==> src/rtl/alu_muldiv.sv <==
// alu_muldiv -- iterative RV32M/RV64M multiply/divide unit.
//
// Accepts one operation at a time, runs XLEN shift-add (multiply) or
// restoring-division (divide) iterations on operand magnitudes, then applies
// the result sign and registers the selected XLEN-bit result. Division by
// zero and signed overflow bypass the iteration and complete in one cycle.
//
// Ports:
//   clk        rising-edge clock
//   rst        synchronous active-high reset
//   flush      abort any operation in progress, drop any pending result
//   in_valid   operation request
//   in_ready   unit can accept (IDLE only)
//   op         RISC-V funct3 (MUL, MULH, MULHSU, MULHU, DIV, DIVU, REM, REMU)
//   a, b       rs1 / rs2 operands
//   out_valid  result available
//   out_ready  consumer takes result
//   out        result, stable while out_valid && !out_ready
module alu_muldiv #(
  parameter int XLEN = 32,
  localparam int CNT_W = $clog2(XLEN) + 1
) (
  input  logic            clk,
  input  logic            rst,
  input  logic            flush,
  input  logic            in_valid,
  output logic            in_ready,
  input  logic [2:0]      op,
  input  logic [XLEN-1:0] a,
  input  logic [XLEN-1:0] b,
  output logic            out_valid,
  input  logic            out_ready,
  output logic [XLEN-1:0] out
);

  typedef enum logic [1:0] {
    S_IDLE = 2'd0,
    S_BUSY = 2'd1,
    S_DONE = 2'd2
  } state_t;

  localparam logic [XLEN-1:0]   ONE_X  = XLEN'(1);
  localparam logic [2*XLEN-1:0] ONE_2X = (2*XLEN)'(1);
  localparam logic [XLEN-1:0]   MIN_X  = {1'b1, {(XLEN-1){1'b0}}};
  localparam logic [CNT_W-1:0]  LAST   = CNT_W'(XLEN - 1);

  state_t              state_q, state_d;
  logic [2:0]          op_q, op_d;
  logic [XLEN-1:0]     opa_q, opa_d;    // |a| (multiplicand)
  logic [XLEN-1:0]     opb_q, opb_d;    // |b| (divisor)
  logic                neg_q, neg_d;    // negate final result
  // Multiply: {partial product high, multiplier/low product}.
  // Divide: low half holds the dividend shifting out / quotient shifting in.
  logic [2*XLEN-1:0]   acc_q, acc_d;
  // Partial remainder; it is always below the divisor, so XLEN bits hold it.
  // The XLEN+1-bit working value is div_shift below.
  logic [XLEN-1:0]     rem_q, rem_d;
  logic [CNT_W-1:0]    cnt_q, cnt_d;
  logic [XLEN-1:0]     out_q, out_d;

  // ---------------- accept-time decode ----------------
  logic            a_signed, b_signed, sa, sb;
  logic            in_div, b_zero, div_ovf, neg_in;
  logic [XLEN-1:0] abs_a, abs_b, special_res;

  always_comb begin
    a_signed = (op == 3'b001) || (op == 3'b010) || (op == 3'b100) || (op == 3'b110);
    b_signed = (op == 3'b001) || (op == 3'b100) || (op == 3'b110);
    sa       = a_signed & a[XLEN-1];
    sb       = b_signed & b[XLEN-1];
    abs_a    = sa ? (~a + ONE_X) : a;
    abs_b    = sb ? (~b + ONE_X) : b;
    in_div   = op[2];
    b_zero   = (b == '0);
    // Only the signed DIV/REM (op[0]==0) can overflow.
    div_ovf  = op[2] & ~op[0] & (a == MIN_X) & (b == '1);
    // Remainder takes the dividend sign; product/quotient take sa^sb.
    neg_in   = (in_div & op[1]) ? sa : (sa ^ sb);
    if (b_zero) begin
      special_res = op[1] ? a : '1;
    end else begin
      special_res = op[1] ? '0 : a;
    end
  end

  // ---------------- one iteration ----------------
  logic [XLEN:0]     mul_sum;
  logic [2*XLEN-1:0] mul_next;
  logic [XLEN:0]     div_shift, div_diff;
  logic              div_ge;
  logic [XLEN-1:0]   quo_next, rem_next;

  always_comb begin
    // Shift-add, LSB-first: add multiplicand into the high half when the
    // current multiplier bit is set, then shift the whole accumulator right.
    mul_sum   = {1'b0, acc_q[2*XLEN-1:XLEN]} + (acc_q[0] ? {1'b0, opa_q} : '0);
    mul_next  = {mul_sum, acc_q[XLEN-1:1]};
    // Restoring division: bring down the next dividend bit, subtract if it fits.
    div_shift = {rem_q, acc_q[XLEN-1]};
    div_diff  = div_shift - {1'b0, opb_q};
    div_ge    = (div_shift >= {1'b0, opb_q});
    rem_next  = div_ge ? div_diff[XLEN-1:0] : div_shift[XLEN-1:0];
    quo_next  = {acc_q[XLEN-2:0], div_ge};
  end

  // ---------------- final sign correction and select ----------------
  logic [2*XLEN-1:0] prod_fin;
  logic [XLEN-1:0]   quo_fin, rem_fin, res_fin;

  always_comb begin
    prod_fin = neg_q ? (~mul_next + ONE_2X) : mul_next;
    quo_fin  = neg_q ? (~quo_next + ONE_X) : quo_next;
    rem_fin  = neg_q ? (~rem_next + ONE_X) : rem_next;
    case (op_q)
      3'b000:                 res_fin = prod_fin[XLEN-1:0];
      3'b001, 3'b010, 3'b011: res_fin = prod_fin[2*XLEN-1:XLEN];
      3'b100, 3'b101:         res_fin = quo_fin;
      default:                res_fin = rem_fin;
    endcase
  end

  // ---------------- next-state logic ----------------
  always_comb begin
    state_d = state_q;
    op_d    = op_q;
    opa_d   = opa_q;
    opb_d   = opb_q;
    neg_d   = neg_q;
    acc_d   = acc_q;
    rem_d   = rem_q;
    cnt_d   = cnt_q;
    out_d   = out_q;

    if (flush) begin
      // Flush wins over in_valid and out_ready; nothing is latched.
      state_d = S_IDLE;
    end else begin
      case (state_q)
        S_IDLE: begin
          if (in_valid) begin
            op_d  = op;
            opa_d = abs_a;
            opb_d = abs_b;
            neg_d = neg_in;
            cnt_d = '0;
            if (in_div && (b_zero || div_ovf)) begin
              state_d = S_DONE;
              out_d   = special_res;
            end else begin
              state_d = S_BUSY;
              acc_d   = {{XLEN{1'b0}}, (in_div ? abs_a : abs_b)};
              rem_d   = '0;
            end
          end
        end
        S_BUSY: begin
          cnt_d = cnt_q + CNT_W'(1);
          if (op_q[2]) begin
            acc_d = {acc_q[2*XLEN-1:XLEN], quo_next};
            rem_d = rem_next;
          end else begin
            acc_d = mul_next;
          end
          if (cnt_q == LAST) begin
            state_d = S_DONE;
            out_d   = res_fin;
          end
        end
        S_DONE: begin
          if (out_ready) begin
            state_d = S_IDLE;
          end
        end
        default: state_d = S_IDLE;
      endcase
    end
  end

  always_ff @(posedge clk) begin
    if (rst) begin
      state_q <= S_IDLE;
      op_q    <= '0;
      opa_q   <= '0;
      opb_q   <= '0;
      neg_q   <= 1'b0;
      acc_q   <= '0;
      rem_q   <= '0;
      cnt_q   <= '0;
      out_q   <= '0;
    end else begin
      state_q <= state_d;
      op_q    <= op_d;
      opa_q   <= opa_d;
      opb_q   <= opb_d;
      neg_q   <= neg_d;
      acc_q   <= acc_d;
      rem_q   <= rem_d;
      cnt_q   <= cnt_d;
      out_q   <= out_d;
    end
  end

  assign in_ready  = (state_q == S_IDLE);
  assign out_valid = (state_q == S_DONE);
  assign out       = out_q;

endmodule

==> config.mk <==
export PLATFORM = sky130hd
export DESIGN_NAME = alu_muldiv
export DESIGN_NICKNAME = d
export VERILOG_FILES = /design/src/rtl/alu_muldiv.sv
export SDC_FILE = /design/constraint.sdc
export NUM_CORES = 1
export LEC_CHECK = 0
export CAP_MARGIN = 0
export CORE_MARGIN = 2
export CORE_UTILIZATION = 62
export CTS_BUF_LIST = sky130_fd_sc_hd__clkbuf_16
export DETAILED_ROUTE_END_ITERATION = 16
export PLACE_DENSITY_LB_ADDON = 0.2
export REMOVE_ABC_BUFFERS = 1
export SLEW_MARGIN = 20
export SYNTH_ARGS = -nofsm -noshare
export SYNTH_HDL_FRONTEND = slang
export SYNTH_SLANG_ARGS = --single-unit
==> constraint.sdc <==
create_clock -name clk -period 6.1 [get_ports clk]
set_input_delay 1.22 -clock clk [delete_from_list [all_inputs] [get_ports clk]]
set_output_delay 1.22 -clock clk [all_outputs]
set_load 0.01 [all_outputs]
==> metrics.cfg <==
[die]
die_height_um=178
core_area_sq_um=29700
initial_core_util_pct=63.1
placementRows=63
die_area_sq_um=31600
die_w_um=178
io_pins=106

[timing]
finClkSkew_ns=0.0124
maxSlewHeadroom_pct=34.0
finalSetupViolCount=0
fin_crit_ns=5.41
hold_viol_final=0
tightest_slew_ns=0.988
finalCritPeriodShare_pct=88.6
fin_ws_ns=0.693
fin_hold_ws_ns=0.465
fmax_mhz=185
rsz0062_at_grt=no
final_max_slew_viol_count=0

[drt]
routed_wirelength_um=71700
ant_nets=0
first_iter_violations=2848
via_count=21121
routedWlPerCell_um=24.0
drc=0
via_per_inst=7.07
drt_pass1_iterations=7

[clocking]
cts_tree=yes
postCtsSetupRepairBufs=0
insertion_delay_ns=0.56
cts_max_path_buffers=3
cts_made_buffers=26
cts_root_buf=clkbuf_16
cts_hold_buf=0
clk_transition_reported_paths_ns=0.06
cts_htree_levels=1
numClockSinks=204
cts_resized=0

[grt]
grt_start_max_net_pins=129
track_usage_pct=44.2
grt_pass1_vias=19464
antenna_found_initial=0
overflow=0
grt_first_pass_wirelength_um=109000

[critical_path]
cp-end-kind=flip-flop
slowest_delay_ns=0.59
critPathBufInv=0
critical_path_class=flip-flop to flip-flop
arrival_ns=5.91
required_ns=6.60
rrSetupSlack_ns=0.69
crit_fanout=16
path_delay_family=simple AND/OR/NAND/NOR gates
cpMaxStageDelayCell=or4b_4
critPathLaunchType=flip-flop
crit_chain=and2_1 > ha_1 > fa_1 > a21o_1 > a221oi_2 > a211oi_1 > or3_1 > a222oi_1 > or4b_4 > nor3_2 > nand3_1 > or4_1 > a21oi_1 > o31a_1

[run]
cap_violations=0

[placement]
port_buffers=105
globalplace.congestion=1.05
post-place-ws_ns=0.598
dp_hpwl_um=53000

[synth]
synth-seq-cells=204
synth_cells=2590
synth_area_sq_um=18700
ys_seq_area_share_pct=21.8
avgSynthCellArea_sq_um=7.24
synth_warnings=0
synth_top_flop_cell=dfxtp_1
async_flop_share_pct=0
yosysUniqueCellTypes=100
synth_edf_count=0

[power_and_ir_drop]
finalPower_uw=4160
p_leak_uw=0.00778
peakVddDrop_v=0.000273
power.density_nw_per_um2=201

[cells_and_area]
drive_gt1_share_pct=5.32
areaGrowthSynthToFinish_pct=10.7
fin_nets=2721
final_util_pct=69.8

[outcome]
outcome=completed

[hold_path]
hold_path_class=flip-flop to flip-flop

cells in the final DEF (no fill, tap or decap), types with 7 or more instances in the layout:
cell type        netlist  layout
clkbuf_16              0      27
xnor2_1              102     102
nor4_1                30      30
o21a_1                14      14
o31a_1                 9       9
dfxtp_1              204     202
inv_1                 72      79
or4_1                 14      14
a31oi_1               25      25
xor2_1                96      96
nand3_1               37      37
nand4_1               28      28
nor2b_1                7       7
a311oi_1               8       8
o221ai_1              20      20
o211ai_1              21      21
o41ai_1               10      10
a21o_1                24      24
nor2_1               340     339
or3_1                 25      25
maj3_1                26      26
a2111oi_0              7       7
a21oi_1              196     195
o21ai_0              109     109
nand2_1              234     234
ha_1                  71      71
clkdlybuf4s50_1        0     103
and2_1                51      51
nor3_1                76      75
o21ai_1               50      49
a221oi_1              22      22
and3_1                24      24
a211o_1                7       7
o31ai_1               39      39
buf_4                  1      47
a22oi_1               48      48
mux2i_1               79      79
nand3b_1              10      10
nand2b_1              14      13
a211oi_1             109     109
where the power goes:
part / internal, uW / leakage (uW) / total (uW) / switching [uW]
clock: 920 / 0.000443 / 1560 / 644
combinational: 399 / 0.00567 / 1130 / 730
sequential: 1390 / 0.00166 / 1470 / 83.1
total: 2710 / 0.00778 / 4160 / 1460
path summary, 6_finish.rpt:
path                                             from                    to  depth (start not counted)
worst max-delay path            acc_q[0]$_SDFFE_PP0P_  out[28]$_SDFFE_PP0P_                         14
worst min-delay path             out[21]$_SDFFE_PP0P_  out[21]$_SDFFE_PP0P_                          2
worst min register to register   out[21]$_SDFFE_PP0P_  out[21]$_SDFFE_PP0P_                          2
worst max register to register  acc_q[0]$_SDFFE_PP0P_  out[28]$_SDFFE_PP0P_                         14
worst min-delay path, stage by stage (launching register included):
cell,delay [ns]
dfxtp_1,0.31
nand2_1,0.05
o21ai_1,0.05
registers in the layout, summed over array words and instances (netlist names):
| name | count |
|---|---|
| op_q | 3 |
| out | 32 |
| rem_q | 32 |
| opb_q | 32 |
| cnt_q | 6 |
| state_q | 2 |
| acc_q | 64 |
| opa_q | 32 |
| neg_q | 1 |
kinds of logic after synthesis:
family / Yosys count / synth area share [%]
flops: 204 / 21.8
buf+inv: 269 / 5.69
compound gates: 792 / 28.1
fa+ha+maj: 99 / 6.34
simple gates: 939 / 24.0
xor+xnor: 200 / 9.43
mux: 87 / 4.70
per-stage QoR:
stage / std cells / TNS, ns / area, sq um
floorplan: 2395 / -424.04 / 18000
global placement: 2938 / 0 / 19900
detailed placement: 2938 / 0 / 19900
CTS: 2985 / 0 / 20700
global route: 2985 / 0 / 20700
finish: 2987 / 0 / 20700
cells in the mapped netlist (7+ instances only):
cell / count / area [sq um]
nor2_1: 340 / 1280
o21ai_1: 50 / 250
ha_1: 71 / 888
o221ai_1: 20 / 175
xor2_1: 96 / 841
nor3_1: 76 / 380
or4_1: 14 / 105
and2_1: 51 / 319
o31ai_1: 39 / 293
o21ai_0: 109 / 546
nor4_1: 30 / 188
a211o_1: 7 / 61.3
xnor2_1: 102 / 893
inv_1: 72 / 270
mux2i_1: 79 / 791
nand3_1: 37 / 185
nand4_1: 28 / 175
nand2_1: 234 / 878
nand3b_1: 10 / 75.1
or3_1: 25 / 156
o31a_1: 9 / 78.8
clkbuf_1: 158 / 593
o211ai_1: 21 / 158
o41ai_1: 10 / 87.6
a221oi_1: 22 / 193
nand2b_1: 14 / 87.6
maj3_1: 26 / 260
a22oi_1: 48 / 360
a31oi_1: 25 / 156
a211oi_1: 109 / 818
o21a_1: 14 / 105
nor2b_1: 7 / 43.8
dfxtp_1: 204 / 4080
buf_2: 25 / 125
buf_1: 8 / 30.0
a311oi_1: 8 / 70.1
a2111oi_0: 7 / 61.3
a21o_1: 24 / 180
and3_1: 24 / 150
a21oi_1: 196 / 981
per-layer routing:
metal,global-route usage (%),routed length (um),vias to the layer above
met5,0,0,-
met4,25.6,4790,0
met3,10.0,8240,330
met2,67.0,30600,1454
met1,57.4,28000,9866
li1,-,-,9471
layout make-up:
class	count	area [sq um]
multi-input cells	2117	13600
fillers	2595	8970
flip-flops and latches	204	4090
repair buffers	153	1420
clock buffers	27	676
well taps	390	488
inverters	74	278
clock inverters	20	165
diodes	2	5.00
Power figures use the tool's default switching activity.
